### src/rtl/uart_rx.sv
// 8N1 UART receiver with read-strobe handshake and sticky error flags.
// Define UART_RX_PARITY_EN to add a parity bit between data and stop.
module uart_rx #(
  parameter int CLKS_PER_BIT = 868,
  parameter int PARITY_ODD   = 0
) (
  input  logic       clk,
  input  logic       rst,
  input  logic       rx,
  input  logic       rd,
  output logic [7:0] rx_data,
  output logic       rx_rdy,
  output logic       ferr,
  output logic       ovf,
  output logic       perr
);

  localparam int CNT_W = $clog2(CLKS_PER_BIT);
  localparam logic [CNT_W-1:0] HALF = CNT_W'(CLKS_PER_BIT / 2);
  localparam logic [CNT_W-1:0] LAST = CNT_W'(CLKS_PER_BIT - 1);

  if (CLKS_PER_BIT < 4 || PARITY_ODD < 0 || PARITY_ODD > 1) begin : g_cfg_check
    $error("uart_rx: illegal parameter values");
  end

  typedef enum logic [2:0] {
    IDLE,
    START,
    DATA,
    PARITY,
    STOP,
    WAIT_IDLE
  } state_t;

  state_t           state;
  logic [CNT_W-1:0] cnt;
  logic [2:0]       bit_idx;
  logic [7:0]       sr;
  logic             rx_s1;
  logic             rx_s2;

`ifdef UART_RX_PARITY_EN
  logic par_bad;
  logic perr_q;
  assign perr = perr_q;
`else
  assign perr = 1'b0;
`endif

  always_ff @(posedge clk or posedge rst) begin
    if (rst) begin
      state   <= IDLE;
      cnt     <= '0;
      bit_idx <= '0;
      sr      <= '0;
      rx_s1   <= 1'b1;
      rx_s2   <= 1'b1;
      rx_data <= '0;
      rx_rdy  <= 1'b0;
      ferr    <= 1'b0;
      ovf     <= 1'b0;
`ifdef UART_RX_PARITY_EN
      par_bad <= 1'b0;
      perr_q  <= 1'b0;
`endif
    end else begin
      rx_s1 <= rx;
      rx_s2 <= rx_s1;

      // Later assignments below (frame completion, error sets) override a read clear.
      if (rd) begin
        rx_rdy <= 1'b0;
        ferr   <= 1'b0;
        ovf    <= 1'b0;
`ifdef UART_RX_PARITY_EN
        perr_q <= 1'b0;
`endif
      end

      case (state)
        IDLE: begin
          cnt <= '0;
          if (!rx_s2) begin
            state <= START;
          end
        end
        START: begin
          if (cnt == HALF) begin
            cnt     <= '0;
            bit_idx <= '0;
            state   <= rx_s2 ? IDLE : DATA;
          end else begin
            cnt <= cnt + 1'b1;
          end
        end
        DATA: begin
          if (cnt == LAST) begin
            cnt     <= '0;
            sr      <= {rx_s2, sr[7:1]};
            bit_idx <= bit_idx + 1'b1;
            if (bit_idx == 3'd7) begin
`ifdef UART_RX_PARITY_EN
              state <= PARITY;
`else
              state <= STOP;
`endif
            end
          end else begin
            cnt <= cnt + 1'b1;
          end
        end
        PARITY: begin
`ifdef UART_RX_PARITY_EN
          if (cnt == LAST) begin
            cnt     <= '0;
            par_bad <= (^sr ^ rx_s2) != PARITY_ODD[0];
            state   <= STOP;
          end else begin
            cnt <= cnt + 1'b1;
          end
`else
          state <= IDLE;
`endif
        end
        STOP: begin
          if (cnt == LAST) begin
            cnt <= '0;
            if (rx_s2) begin
              state <= IDLE;
              // A read in the completion cycle frees the buffer for the new byte.
              if (!rx_rdy || rd) begin
                rx_data <= sr;
                rx_rdy  <= 1'b1;
              end else begin
                ovf <= 1'b1;
              end
`ifdef UART_RX_PARITY_EN
              if (par_bad) begin
                perr_q <= 1'b1;
              end
`endif
            end else begin
              ferr  <= 1'b1;
              state <= WAIT_IDLE;
            end
          end else begin
            cnt <= cnt + 1'b1;
          end
        end
        WAIT_IDLE: begin
          cnt <= '0;
          if (rx_s2) begin
            state <= IDLE;
          end
        end
        default: begin
          cnt   <= '0;
          state <= IDLE;
        end
      endcase
    end
  end

endmodule

### config.mk
export PLATFORM = sky130hd
export DESIGN_NAME = uart_rx
export DESIGN_NICKNAME = d
export VERILOG_FILES = /design/src/rtl/uart_rx.sv
export SDC_FILE = /design/constraint.sdc
export NUM_CORES = 1
export LEC_CHECK = 0
export CORE_MARGIN = 2
export CORE_UTILIZATION = 40
export DETAILED_ROUTE_END_ITERATION = 8
export SETUP_SLACK_MARGIN = 0.02
export SKIP_LAST_GASP = 1
export SYNTH_ARGS = -nofsm -noshare
export SYNTH_HDL_FRONTEND = slang
export SYNTH_SLANG_ARGS = --single-unit
### constraint.sdc
create_clock -name clk -period 2.56 [get_ports clk]
set_input_delay 0.256 -clock clk [delete_from_list [all_inputs] [get_ports clk]]
set_output_delay 0.256 -clock clk [all_outputs]
set_load 0.02 [all_outputs]
==> flow_metrics.py <==
metrics = {
    "status": {
        "status": "completed",
    },
    "clocking": {
        "clock-root-buffer": "clkbuf_8",
        "clockBufferDepth": 2,
        "h-tree-depth": 2,
        "path_clk_slew_ns": 0.08,
        "cts_made_buffers": 5,
        "clock_sinks": 37,
        "post-cts-setup-buffer-count": 0,
        "ctsResizeCount": 0,
        "cts_hold_buf": 0,
        "clock_latency_ns": 0.29,
        "cts_tree": "built",
    },
    "routing": {
        "ant_nets": 0,
        "first_pass_iters": 6,
        "vias_per_cell": 5.323,
        "drc": 0,
        "detail_route.wirelength_mm": 3.229,
        "wl_per_cell_um": 14.10,
        "vias": 1219,
        "first_iter_violations": 88,
    },
    "die": {
        "fp.dieH_um": 71.21,
        "ios": 16,
        "fp.dieW_um": 71.21,
        "core-area_um2": 4354,
        "die-area_um2": 5070,
        "start_util_pct": 41.49,
        "fp-row-count": 24,
    },
    "timing": {
        "period_needed_ns": 2.199,
        "holdWs_ns": 0.3617,
        "tns_ns": 0,
        "fmax_ghz": 0.4548,
        "finalClockSkew_ns": 0.006485,
        "hold_viol": 0,
        "tightest_slew_ns": 0.8130,
        "setup_violations": 0,
        "slew_violations": 0,
        "period_share_pct": 85.89,
        "rsz0062_at_grt": "false",
        "slew_headroom_pct": 45.38,
    },
    "logic_synthesis": {
        "synth_cell_types": 38,
        "ys_warn_count": 0,
        "syn-num-nets": 168,
        "syn_inst": 160,
        "ys_async_sr_fraction_pct": 100.0,
        "synth_ff_type": "dfrtp_1",
        "syn_area_per_cell_um2": 11.29,
        "synth_edf_count": 0,
        "synth_seq_cells": 37,
        "seq_area_frac_synth_pct": 51.39,
        "syn_area_um2": 1807,
    },
    "place": {
        "globalplace.congestion": 0.7896,
        "hpwl_mm": 2.330,
        "numPortBuffers": 14,
        "placed_area_um2": 1986,
    },
    "layout": {
        "fillers": 416,
        "final_net_count": 184,
        "fin_util_pct": 48.25,
        "drive_gt1_share_pct": 19.77,
        "antennaDiodeCount": 0,
        "synthToLayoutAreaGrowth_pct": 16.27,
        "fin_area_um2": 2101,
    },
    "setup_path": {
        "start_kind": "register",
        "cpPeakStageDelay_ns": 0.51,
        "crit_chain": "or3b_1 -> nor4_1 -> nor3_1 -> o21ai_0 -> o21ai_0",
        "cp_data_arrival_time_ns": 2.33,
        "cp_top_family": "simple AND/OR/NAND/NOR gates",
        "worstPathMaxFanout": 8,
        "worst_path_most_repeated_cell": "o21ai_0",
        "path_class": "register to register",
        "end_kind": "register",
        "cp_num_buf_inv": 0,
        "crit_required_ns": 2.69,
        "cpMaxStageDelayCell": "or3b_1",
    },
    "grt": {
        "grt_usage_pct": 14.46,
        "grt_remaining_overflow": 0,
        "grt_pass1_vias": 1214,
        "antenna_found_initial": 0,
        "grt_max_degree": 38,
        "grt_pass1_wl_mm": 5.664,
    },
    "power": {
        "powerDensity_nw_per_um2": 531.1,
        "p_leak_nw": 0.9536,
        "ir_worst_vdd_mv": 0.2659,
    },
    "flow_run": {
        "maxCapViolCount": 0,
    },
    "worst_hold_path": {
        "hold_path.class": "register to register",
    },
}
## metrics by stage
| step | instances | setup slack, ns | total power (W) |
|---|---|---|---|
| CTS | 229 | 0.3582 | 0.001136 |
| floorplan | 160 | 0.6655 | 0.0006114 |
| global route | 229 | 0.2228 | 0.001170 |
| detailed placement | 221 | 0.3658 | 0.0006203 |
| finish | 229 | 0.3613 | 0.001116 |
| global placement | 221 | 0.5657 | 0.0006196 |
## synthesized netlist by cell type, types with 2 or more instances
master | count | area [µm²]
nand4b_1 | 2 | 17.52
nor3_1 | 6 | 30.03
dfstp_2 | 2 | 52.55
xor2_1 | 2 | 17.52
nand2_1 | 10 | 37.54
clkbuf_1 | 4 | 15.01
or3_1 | 2 | 12.51
mux2_4 | 8 | 120.1
nor2_1 | 16 | 60.06
nor4_1 | 7 | 43.79
a21oi_1 | 2 | 10.01
dfrtp_1 | 35 | 875.8
mux2_2 | 10 | 112.6
xnor2_1 | 5 | 43.79
o21ai_0 | 10 | 50.05
and3_1 | 2 | 12.51
nand3_1 | 4 | 20.02
ha_1 | 4 | 50.05
inv_1 | 7 | 26.28
nand4_1 | 4 | 25.02
## routing by layer
metal  wire [µm]  GRT usage [%]  up-vias
met4          40          6.289        0
met5           0              0        -
met3         107          4.274        6
met1        1503          18.62      598
li1            -              -      599
met2        1579          22.63       16
## area by class of cell
cell class	count	area [µm²]	share of cell area [%]
Clock buffer	5	68.82	3.276
Clock inverter	3	46.29	2.204
Inverter	7	26.28	1.251
Multi-Input combinational cell	110	818.3	38.95
Sequential cell	37	928.4	44.19
Tap cell	52	65.06	3.097
Timing Repair Buffer	15	147.6	7.028
## path summary, 6_finish.rpt
| check | from | depth (start not counted) | slack, ns | endpoint |
|---|---|---|---|---|
| hold reg to reg | rx_s1 | 0 | 0.36 | rx_s2 |
| setup / recovery | cnt[3] | 5 | 0.36 | state[2] |
| setup reg to reg | cnt[3] | 5 | 0.36 | state[2] |
| min in group asynchronous | rst | 3 | 0.37 | rx_data[6] |
| max in group asynchronous | rst | 3 | 1.86 | rx_s2 |
| hold / removal | rx_s1 | 0 | 0.36 | rx_s2 |
## cells by family (layout without fill, tap and decap cells)
kind of cell,count (synthesis),in the layout,share of synthesized area (%)
and+or+nand+nor,63,63,20.57
DFF,37,37,51.39
muxes,18,18,12.88
AOI/OAI and AO/OA,17,17,5.472
buffers and inverters,13,30,3.324
xor gates and xnor gates,7,7,3.393
adders and majority gates,4,4,2.770
other,1,1,0.2076
## placed cells by master, fill, tap and decap left out, drive strengths merged, types with 2 or more instances in the layout
cell type and instances:
clkbuf 5, dfstp 2, nand4 4, nor3 7, xor2 2, and3 2
o21ai 10, nand3 5, nor2 16, nor4 7, clkdlybuf4s50 14, xnor2 5
dfrtp 35, mux2 18, a21oi 2, or3 2, inv 7, nand4b 2
nand2 11, ha 4
## sequential cells by signal, summed over array words and instances (netlist names), 3 cells and up
signal / cells
cnt: 10
sr: 8
rx_data: 8
bit_idx: 3
state: 3
## where the power goes
group	internal (W)	switching [W]
registers	0.000587	0.00000133
clock network	0.000291	0.000217
logic	0.00000559	0.0000138
total	0.000884	0.000232
(Power assumes the default switching activity.)
